==> src/rtl/trap_priority_controller.sv <==
// trap_priority_controller
// Arbitrates synchronous exceptions, Ticc trap instructions and external
// interrupts using SPARC V8 priority. The winning 7-bit tt code is loaded
// into the Trap Base Register, then the block waits for the control unit
// to finish trap entry. If trap entry is never acknowledged, or a
// synchronous trap occurs with traps disabled, the block enters a sticky
// error state that only reset can clear.
module trap_priority_controller #(
  parameter int unsigned TIMEOUT   = 16,
  parameter logic [6:0]  TICC_BASE = 7'h40,
  parameter logic [6:0]  IRQ_BASE  = 7'h10
) (
  input  logic       Clock,
  input  logic       Reset,
  input  logic [7:0] Exc_Req,
  input  logic       Ticc_Req,
  input  logic [6:0] Ticc_Num,
  input  logic [3:0] Irq_Level,
  input  logic       ET,
  input  logic [3:0] PIL,
  input  logic       Trap_Done,
  output logic [6:0] Trap_Type,
  output logic       TBR_tt_Ld,
  output logic       Flush,
  output logic       Trap_Busy,
  output logic       Error_Mode
);

  localparam int CNT_W = (TIMEOUT > 1) ? $clog2(TIMEOUT) : 1;
  localparam logic [CNT_W-1:0] CNT_LAST = CNT_W'(TIMEOUT - 1);

  typedef enum logic [1:0] {
    ST_IDLE  = 2'b00,
    ST_LOAD  = 2'b01,
    ST_WAIT  = 2'b10,
    ST_ERROR = 2'b11
  } state_t;

  state_t           state_r;
  logic [CNT_W-1:0] cnt_r;
  logic [6:0]       trap_type_r;
  logic             tbr_ld_r;
  logic             flush_r;
  logic             busy_r;
  logic             err_r;

  logic [6:0] exc_tt_s;
  logic [6:0] tt_s;
  logic       sync_req_s;
  logic       irq_valid_s;
  logic       trap_valid_s;

  // Only the low six bits of the software trap number form the tt code.
  logic       unused_s;
  assign unused_s = Ticc_Num[6];

  // Fixed-priority encode of the exception vector: bit0 wins.
  always_comb begin
    exc_tt_s = 7'h00;
    casez (Exc_Req)
      8'b???????1: exc_tt_s = 7'h01;
      8'b??????10: exc_tt_s = 7'h03;
      8'b?????100: exc_tt_s = 7'h02;
      8'b????1000: exc_tt_s = 7'h04;
      8'b???10000: exc_tt_s = 7'h05;
      8'b??100000: exc_tt_s = 7'h06;
      8'b?1000000: exc_tt_s = 7'h07;
      8'b10000000: exc_tt_s = 7'h09;
      default:     exc_tt_s = 7'h00;
    endcase
  end

  // Qualify the interrupt and pick the overall winner: exceptions, then Ticc, then IRQ.
  always_comb begin
    sync_req_s  = (|Exc_Req) | Ticc_Req;
    irq_valid_s = ET && (Irq_Level != 4'd0) &&
                  ((Irq_Level == 4'd15) || (Irq_Level > PIL));
    tt_s        = 7'h00;
    if (|Exc_Req) begin
      tt_s = exc_tt_s;
    end else if (Ticc_Req) begin
      tt_s = TICC_BASE | {1'b0, Ticc_Num[5:0]};
    end else if (irq_valid_s) begin
      tt_s = IRQ_BASE + {3'b000, Irq_Level};
    end else begin
      tt_s = 7'h00;
    end
    trap_valid_s = sync_req_s | irq_valid_s;
  end

  // Trap sequencing FSM with registered strobes, tt code and timeout counter.
  always_ff @(posedge Clock or negedge Reset) begin
    if (!Reset) begin
      state_r     <= ST_IDLE;
      cnt_r       <= '0;
      trap_type_r <= 7'h00;
      tbr_ld_r    <= 1'b0;
      flush_r     <= 1'b0;
      busy_r      <= 1'b0;
      err_r       <= 1'b0;
    end else begin
      case (state_r)
        ST_IDLE: begin
          tbr_ld_r <= 1'b0;
          flush_r  <= 1'b0;
          if (sync_req_s && !ET) begin
            // A synchronous trap with traps disabled cannot be taken.
            state_r <= ST_ERROR;
            busy_r  <= 1'b0;
            err_r   <= 1'b1;
          end else if (trap_valid_s && ET) begin
            state_r     <= ST_LOAD;
            trap_type_r <= tt_s;
            tbr_ld_r    <= 1'b1;
            flush_r     <= 1'b1;
            busy_r      <= 1'b1;
          end else begin
            state_r <= ST_IDLE;
            busy_r  <= 1'b0;
          end
        end
        ST_LOAD: begin
          state_r  <= ST_WAIT;
          cnt_r    <= '0;
          tbr_ld_r <= 1'b0;
          flush_r  <= 1'b0;
          busy_r   <= 1'b1;
        end
        ST_WAIT: begin
          tbr_ld_r <= 1'b0;
          flush_r  <= 1'b0;
          if (Trap_Done) begin
            // Acknowledge beats a timeout landing on the same edge.
            state_r <= ST_IDLE;
            busy_r  <= 1'b0;
          end else if (cnt_r == CNT_LAST) begin
            state_r <= ST_ERROR;
            busy_r  <= 1'b0;
            err_r   <= 1'b1;
          end else begin
            cnt_r  <= cnt_r + CNT_W'(1);
            busy_r <= 1'b1;
          end
        end
        ST_ERROR: begin
          state_r  <= ST_ERROR;
          tbr_ld_r <= 1'b0;
          flush_r  <= 1'b0;
          busy_r   <= 1'b0;
          err_r    <= 1'b1;
        end
        default: begin
          // Unreachable encoding: fail safe into the sticky error state.
          state_r  <= ST_ERROR;
          tbr_ld_r <= 1'b0;
          flush_r  <= 1'b0;
          busy_r   <= 1'b0;
          err_r    <= 1'b1;
        end
      endcase
    end
  end

  assign Trap_Type  = trap_type_r;
  assign TBR_tt_Ld  = tbr_ld_r;
  assign Flush      = flush_r;
  assign Trap_Busy  = busy_r;
  assign Error_Mode = err_r;

endmodule

==> config.mk <==
export PLATFORM = sky130hd
export DESIGN_NAME = trap_priority_controller
export DESIGN_NICKNAME = d
export VERILOG_FILES = /design/src/rtl/trap_priority_controller.sv
export SDC_FILE = /design/constraint.sdc
export NUM_CORES = 1
export LEC_CHECK = 0
export ABC_AREA = 1
export CAP_MARGIN = 10
export CORE_ASPECT_RATIO = 0.9
export CORE_MARGIN = 10
export CORE_UTILIZATION = 32
export CTS_CLUSTER_SIZE = 16
export DETAILED_ROUTE_END_ITERATION = 16
export PLACE_DENSITY = 0.59
export SLEW_MARGIN = 5
export SYNTH_ARGS = -nofsm -noshare
export SYNTH_HDL_FRONTEND = slang
export SYNTH_SLANG_ARGS = --single-unit
==> constraint.sdc <==
create_clock -name Clock -period 2.5 [get_ports Clock]
set_clock_uncertainty 0.05 [all_clocks]
set_input_delay 0.625 -clock Clock [delete_from_list [all_inputs] [get_ports Clock]]
set_output_delay 0.625 -clock Clock [all_outputs]
set_load 0.02 [all_outputs]
==> key figures, run 1 <==
Timing
  • Highest attainable clock frequency: roughly 480 MHz
  • Endpoints failing hold: 0
  • Unrepaired setup endpoints after global routing: no
  • Final setup vio count: 0
  • Worst-margin pin slew: 0.712 ns
  • Setup TNS: 0 ns
  • Max_slew headroom: 0.524
  • Final period util: 0.842
  • Final min period: around 2.1 ns
  • Max Slew Vio Count: 0

Place
  • Routability cong.: 0.749
  • DP HPWL: 2.38 mm
  • PortBufs: 37

Critical path
  • Critical path's largest stage delay: 0.51 ns
  • R2r startpoint: cnt_r[0]
  • Critical path arrival: 2.19 ns
  • Critical path class: input port to flip-flop
  • Cell Chain, Critical Path: clkdlybuf4s50_1, inv_1, ha_1, inv_1, nand2_1, nand2_1, nand2_1, nand2_1, nand2_1, nand2_1, nand2_1, nand2_4, nand2_4, nand2_1, nand2_1
  • Crit path max-delay family: simple AND/OR/NAND/NOR gates
  • Worst path most repeated cell: nand2_1
  • Crit. End Element: flip-flop
  • Critical Path Source Type: input port
  • Buf/Inv on CP: 3
  • CP max stage cell: clkdlybuf4s50_1
  • CP Data Required Time: approximately 2.6 ns
  • CP startpoint: Irq_Level[0]
  • Worst Path Max Fanout: 9

Route
  • Initial DRC count: 42
  • Drt total wl: 2.74 mm
  • Remaining antenna violation count: 0
  • DRT Pass-1 Iters: 4
  • Routed vias/inst: 4.43
  • Wire length per cell: 11.4 µm
  • DRC viols: 0
  • DR vias: ~1.1k

Synth
  • Mapped Nets: ~190
  • Yosys cell types: 26
  • Post-synth EDFFs: 0
  • Syn Std Cell Area: between 0.001 and 0.0015 mm²
  • Seq/Total Area, Yosys: 0.362
  • Register bit total from synthesis: 16
  • Top FF cell, synth: dfrtp_1
  • Synth async-reset ratio: 1.00
  • Synthesized area per cell: 7.14 µm²
  • Syn. warnings: 0
  • Gate count of the mapped netlist: around 160

Job
  • # Max-Cap Violations: 0

GRT
  • Initial antenna violation count: 0
  • Largest net degree at the start of global routing: 17
  • Vias in the first global route: 1045
  • GRT Residual Overflow: 0
  • First-pass GRT wire length: 4.52 mm
  • GRT Util Overall: 0.0921

Layout
  • Area of the multi-input gates: slightly below 600 µm²
  • Layout area overhead: 42.8%
  • Filler Cell Count: 342
  • Final nets: 231
  • Layout cells sized above 1: 0.0918
  • Fin util: 0.472
  • Antenna diodes: 0
  • Most common cell after layout, fill and taps aside: clkdlybuf4s50_1
  • Commonest non-fill, non-tap cells in the layout: clkdlybuf4s50_1, nand2_1, inv_1
  • Reg area: ~400 µm²

Clock network
  • Clk Latency, worst-skew pair: 0.24 ns
  • CTS tree: done
  • Htree depth: 1
  • # clock sinks: 16
  • Clock-pin slew on the worst setup and hold paths: 0.06 ns
  • Post-CTS Setup Inserts: 0
  • Resized Gates After CTS: 0
  • Clock buffer depth: 2
  • CTS Buf Count: 3
  • CTS Hold Bufs: 0
  • Root Driver: clkbuf_8

Power
  • Leak pwr: 0.826 nW
  • PwrDens: 634 mW/mm²
  • VDD IR max: 0.262 mV

Floorplanning
  • Die H: 75.8 µm
  • IO Pins: 39
  • Die area: 0.00622 mm²
  • Core ar.: about 0.0034 mm²
  • DIE WIDTH: 82.0 µm
  • Initial Util: 0.330
  • Num rows: 20

Hold path
  • Min-delay worst type: flip-flop to flip-flop
  • Hold path startpoint: Error_Mode

Run status
  • Outcome: complete, no violations
==> synth_stat cells, types with 3 or more instances <==
cell,instances,area share
nor3_1,4,0.018
dfrtp_1,16,0.36
nand3_1,19,0.086
a21oi_1,4,0.018
inv_1,31,0.11
ha_1,5,0.056
nor2_2,4,0.023
nand2_4,3,0.031
nand2_1,35,0.12
nor2_1,12,0.041
o21ai_1,3,0.014
==> registers in the layout (all words and copies together), names as in the netlist <==
name,count
state_r,2
Trap_Busy,1
Trap_Type,7
Flush,1
Error_Mode,1
cnt_r,4
==> kinds of logic (layout without fill, tap and decap cells) <==
logic type,count (synthesis),after routing,share of synthesized area
AOI/OAI and AO/OA,16,16,0.0893
adders and majority gates,5,5,0.0565
buffers and inverters,33,74,0.116
DFF,16,16,0.362
and+or+nand+nor,85,85,0.376
==> power by group <==
part           switching [mW]  internal, mW
combinational           0.237         0.195
sequential             0.0521         0.334
clock                  0.0777         0.107
==> layer usage <==
layer	wire (µm)	part of all wire	global-route usage
met1	1140	0.41	0.0988
met4	29	0.011	0.0226
met2	1410	0.51	0.170
met3	168	0.061	0.0307
met5	0	0	0
==> path summary, 6_finish.rpt <==
path,end,slack [ns],depth (start not counted)
max,Trap_Type[6],0.40,15
min,Error_Mode,0.41,1
max reg2reg,cnt_r[3],1.05,7
min reg2reg,Error_Mode,0.41,1
max in group asynchronous,Trap_Type[6],1.19,1
min in group asynchronous,Error_Mode,0.76,1
==> stage by stage <==
step	instances	area (µm²)	worst slack (ns)	hold slack [ns]	power (mW)
after CTS	240	1580	0.380	0.412	1.02
after floorplan	155	1110	0.690	0.279	0.643
after global routing	240	1580	0.180	0.436	1.08
after global placement	237	1540	0.165	0.392	0.820
final	240	1580	0.395	0.410	1.00
after detailed placement	237	1540	0.115	0.400	0.827
==> layout make-up <==
type,count,share of cell area
repair buffers,39,0.244
multi-input cells,106,0.366
inverters,32,0.0767
well taps,44,0.0348
flip-flops and latches,16,0.253
clock buffers,3,0.0261
Power figures use the tool's default switching activity.
==> run 2: changes to the inputs <==
- clock period: 2.5 -> 2.09 ns (I/O delays scaled with it)
==> key figures, run 2 (synthesis results as in run 1) <==
Run status
  • Outcome: complete, no violations

Clock network
  • CTS Hold Bufs: 0
  • Htree depth: 1
  • Clk Latency, worst-skew pair: roughly 0.25 ns
  • Root Driver: clkbuf_8
  • CTS Buf Count: 3
  • # clock sinks: 16
  • Clock buffer depth: 2
  • Clock-pin slew on the worst setup and hold paths: 0.06 ns
  • CTS tree: done

Critical path
  • Critical path class: input port to flip-flop
  • Critical path arrival: 2.11 ns
  • Worst path most repeated cell: nand2_1
  • Crit. End Element: flip-flop
  • R2r startpoint: cnt_r[0]
  • Crit Reg-Reg Endpoint: cnt_r[3]
  • Worst Path Max Fanout: 6
  • Register-to-Register Path Depth: 7
  • Worst R2R Setup Slack: 0.62 ns
  • CP Data Required Time: 2.18 ns
  • Cell Chain, Critical Path: clkdlybuf4s50_1, inv_1, ha_1, nand2_1, inv_1, nand2_1, nand2_1, nand2_1, nand2_2, nand2_2, nand2_4, buf_4, nand3_1, nand2_1
  • CP max stage cell: clkdlybuf4s50_1
  • Critical path's largest stage delay: roughly 0.48 ns
  • Critical Path Source Type: input port

Route
  • Wire length per cell: 12.0 µm
  • Routed vias/inst: 4.55
  • DRT Pass-1 Iters: 4
  • Initial DRC count: between 40 and 50
  • DRC viols: 0
  • Drt total wl: around 3.0 mm
  • DR vias: 1132
  • Remaining antenna violation count: 0

Floorplanning
  • Die area: 0.00622 mm²
  • IO Pins: 39
  • Num rows: 20
  • Die H: 75.8 µm
  • DIE WIDTH: 82.0 µm
  • Core ar.: 0.00335 mm²
  • Initial Util: 0.330

Timing
  • Highest attainable clock frequency: 494 MHz
  • Endpoints failing hold: 0
  • Final setup vio count: 0
  • Max_slew headroom: 0.693
  • Unrepaired setup endpoints after global routing: yes
  • Final period util: 0.968
  • Max Slew Vio Count: 0
  • Setup TNS: 0 ns
  • Final min period: 2.02 ns
  • Worst-margin pin slew: around 0.46 ns
  • Hold WS: 0.425 ns

Layout
  • Layout cells sized above 1: 0.176
  • Most common cell after layout, fill and taps aside: clkdlybuf4s50_1
  • Final nets: 239
  • Filler Cell Count: 334
  • Largest register FFs: 7
  • Commonest non-fill, non-tap cells in the layout: clkdlybuf4s50_1, inv_1, nand2_1
  • Antenna diodes: 0
  • Non-Filler Instances: 249
  • Area of the multi-input gates: ~630 µm²
  • Layout area overhead: 54.4%
  • Reg area: ~400 µm²

Place
  • Routability cong.: 0.761
  • PortBufs: 37
  • DP HPWL: approximately 2.4 mm
  • Placed Cells: 244

Job
  • # Max-Cap Violations: 0

Hold path
  • Hold path startpoint: Error_Mode
  • Worst Hold Path EP: Error_Mode
  • Min-delay worst type: flip-flop to flip-flop
  • Hold Path Depth: 1

GRT
  • First-pass GRT wire length: 4.82 mm
  • GRT Util Overall: 0.0972
  • Largest net degree at the start of global routing: 17
  • Vias in the first global route: about 1.1k
  • GRT Residual Overflow: 0
  • Initial antenna violation count: 0

Power
  • VDD IR max: 0.324 mV
  • Leak pwr: just under 0.9 nW
  • PwrDens: 756 mW/mm²
-- run 2: changes by cell type in the layout (fill, tap and decap cells not counted), moves of 2 or more --
cell             change
buf_4                +8
ha_4                 +2
nand2_1              -6
clkdlybuf4s50_1      -2
ha_1                 -2
dlymetal6s2s_1       +2
nand2_2              +6
-- run 2: metrics by stage --
step	total power, mW	instance area, µm²	util	setup slack [ns]
finish	1.29	1710	0.510	0.0676
global route	1.40	1710	0.510	-0.0590
CTS	1.28	1650	0.491	0.107
detailed placement	1.00	1590	0.475	-0.147
global placement	0.990	1590	0.475	-0.127
floorplan	0.769	1110	-	0.382
-- run 2: worst max path at each step --
stage | start | to | cells after the start
3_3_place_gp | PIL[3] | Trap_Type[1] | 14
3_5_place_dp | PIL[3] | Trap_Type[3] | 14
6_report | PIL[2] | Trap_Type[0] | 14
4_1_cts | PIL[3] | Trap_Type[3] | 14
2_1_floorplan | PIL[3] | Trap_Type[0] | 13
5_1_grt | Irq_Level[3] | Trap_Type[3] | 11
-- run 2: area by class of cell --
type / instances / share of cell area
inverters: 32 / 0.0710
clock buffers: 4 / 0.0322
flip-flops and latches: 16 / 0.234
well taps: 44 / 0.0322
repair buffers: 47 / 0.264
multi-input cells: 106 / 0.367
-- run 2: worst max-delay path: cells and delay by family --
| kind | cells | cell delay [ns] |
|---|---|---|
| buf+inv | 4 | 0.73 |
| fa+ha+maj | 1 | 0.27 |
| simple gates | 9 | 0.59 |
-- run 2: report_power, final --
group | switching (mW) | internal, mW | total (mW)
Clock | 0.107 | 0.167 | 0.274
Combinational | 0.299 | 0.253 | 0.552
Sequential | 0.0675 | 0.399 | 0.466
-- run 2: repair_timing --
item                       CTS  global route
setup buffers                0             1
setup endpoints to repair    0             8
resized for setup            0            12
-- run 2: metal layers --
metal,GRT usage,part of all wire,wire (µm)
met5,0,0,0
met4,0.0226,0.010,31
met3,0.0307,0.052,156
met2,0.164,0.49,1470
met1,0.117,0.44,1320
==> run 3: changes to the inputs <==
- CTS_CLUSTER_DIAMETER: not set -> 100
- SLEW_MARGIN: 5 -> 20
==> results of run 3 <==
The final DEF is identical to that of run 2; final timing and power are the same.
==> RTL edit (flow settings as in run 3) <==
`TIMEOUT`: 16 -> 32.
--- a/src/rtl/trap_priority_controller.sv
+++ b/src/rtl/trap_priority_controller.sv
@@ -7,5 +7,5 @@
 // error state that only reset can clear.
 module trap_priority_controller #(
-  parameter int unsigned TIMEOUT   = 16,
+  parameter int unsigned TIMEOUT   = 32,
   parameter logic [6:0]  TICC_BASE = 7'h40,
   parameter logic [6:0]  IRQ_BASE  = 7'h10
Formal check against the unedited RTL: same outputs for any inputs over 10 cycles, from zero or initial values and one cycle with Reset low; that may be too few to reach the edited logic, so the function may still have changed.
==> RTL edit against run 3 <==
Global-route usage grew 0.052 points. Combinational power up 16%. Total power up 6.6%. Worst setup slack improved by 0.034 ns. Sequential cell count rose by 1. Utilization fell by 1.3 points. First-iteration DRC count fell by 19%. Cell area shrank 1.8%. Area after synthesis rose by 1.2%. Sequential power increased by 6.4%. Routed wire length is 5.4% lower. Count of clock-buffer cells in the layout fell by 1. Critical endpoint is now Trap_Type[2]$_DFFE_PN0P_. Largest power group unchanged.
==> RTL edit: results <==
group,metric,value,unit
global_routing,gr-usage-all-layers,9.770,%
clocking,clk_pin_slew,0.07,ns
power,vdd_drop_max,0.4037,mV
global_routing,first_global_vias,1142,
finish,instances_no_fill,245,
clocking,clkLatencyLatePin,0.25,ns
finish,n_antenna_cell,0,
setup_path,cp_max_fo,3,
min_path,hold_class,"register to register",
clocking,root_buffer,"clkbuf_8",
global_routing,antenna_found_initial,0,
detailed_routing,first_pass_iters,4,
finish,nNetsFinal,236,
clocking,clockBufferDepth,2,
detailed_routing,wl_per_cell,11.52,um
timing,max-slew-margin-rel,80.65,%
power,power_leakage,0.0008385,uW
global_routing,grt_pass1_wl,5002,um
clocking,htreeDepth,1,
synth,yosysSeqAreaShare,37.95,%
synth,synth_warnings,0,
setup_path,arrival,2.13,ns
detailed_routing,drt-initial-drc-count,35,
finish,largest_reg_flops,7,
synth,synthArstFlopShare,100.0,%
synth,synth_cell_types,25,
synth,syn_nets,186,
status,run_status,"completed",
synth,postSynthAreaPerCell,7.375,um^2
finish,drive_above_1_share,15.42,%
global_routing,grt_max_degree,18,
clocking,post_cts_buffers,0,
placement,dp_slack,-0.2222,ns
synth,synth_area_leaders,"dfrtp_1 38%, nand2_1 13%, inv_1 8.7%, ha_1 6.7%, nand3_1 5.8%",
min_path,whs_path_depth,1,
setup_path,worstRegToRegCells,10,
placement,dp_hpwl,2441,um
placement,globalplace.congestion,0.8221,
detailed_routing,drt-vias-per-instance,4.624,
synth,yosys_most_used_dff,"dfrtp_1",
synth,synthTopCellsByCount,"39 x nand2_1, 26 x inv_1, 17 x dfrtp_1",
clocking,cts_made_buffers,3,
placement,port_buffers,37,
## RTL edit: cell count changes after synthesis, sizes merged, moves of 2 or more
cell | before | now
o21ai | 5 | 8
nor2 | 18 | 15
inv | 31 | 27
o21bai | 0 | 2
a21oi | 4 | 8
nor3 | 4 | 2
nand2 | 40 | 43
nand4 | 1 | 4
nand3 | 19 | 13
## RTL edit: path summary, 6_finish.rpt
| check | from | end | slack [ns] |
|---|---|---|---|
| max in group asynchronous | Reset | cnt_r[1]$_DFFE_PN0P_ | 1.26 |
| worst max-delay path | PIL[3] | Trap_Type[2]$_DFFE_PN0P_ | 0.10 |
| worst min-delay path | Error_Mode$_DFFE_PN0P_ | Error_Mode$_DFFE_PN0P_ | 0.42 |
| worst max register to register | cnt_r[0]$_DFFE_PN0P_ | cnt_r[2]$_DFFE_PN0P_ | 0.30 |
| min in group asynchronous | Reset | Error_Mode$_DFFE_PN0P_ | 0.54 |
| worst min register to register | Error_Mode$_DFFE_PN0P_ | Error_Mode$_DFFE_PN0P_ | 0.42 |
## RTL edit: cell families (layout without fill, tap and decap cells)
family	after synthesis	count (layout)	share of synthesized area, %
buf+inv	29	78	10.16
simple gates	79	79	34.60
fa+ha+maj	6	6	6.696
flops	17	17	37.95
xor+xnor	1	1	0.7814
compound gates	20	20	9.822
## RTL edit: power breakdown
group	internal [uW]	switching (uW)	leakage, uW
logic	283	355	0.000598
registers	432	64.5	0.000215
clock network	132	112	0.0000255
total	847	531	0.000838
## RTL edit: timing repair
action / in CTS / in global routing
hold buffers: 0 / 0
setup endpoints to repair: 0 / 8
resized for setup: 0 / 6
## RTL edit: worst max-delay path: stages
cell,delay (ns)
clkdlybuf4s50_1,0.45
inv_1,0.06
ha_4,0.27
nand2_1,0.05
inv_1,0.07
nand2_1,0.06
nand2_1,0.05
nand2_1,0.06
nand2_2,0.08
nand2_2,0.08
buf_4,0.15
o21bai_1,0.12
nand2_1,0.07
nand2_1,0.05
## RTL edit: metal layers
metal  vias to the layer above  share of wire (%)  GRT usage (%)
met2                        34                 48          15.63
met3                         6                7.0          3.184
met4                         0                1.5          3.571
met5                         -                  0              0
li1                        586                  -              -
met1                       507                 43          11.66
## RTL edit: final cells by class
class	count	area (um^2)
flip-flops and latches	17	425.4
clock buffers	3	41.29
clock inverters	1	5.005
inverters	28	108.9
repair buffers	46	437.9
well taps	44	55.05
multi-input cells	106	605.6
fillers	339	1699
## RTL edit: metrics by stage
step / util (%) / area [um^2]
6_report: 49.70 / 1679
5_1_grt: 49.70 / 1679
4_1_cts: 48.93 / 1653
3_5_place_dp: 47.56 / 1607
3_3_place_gp: 47.56 / 1607
2_1_floorplan: - / 1121
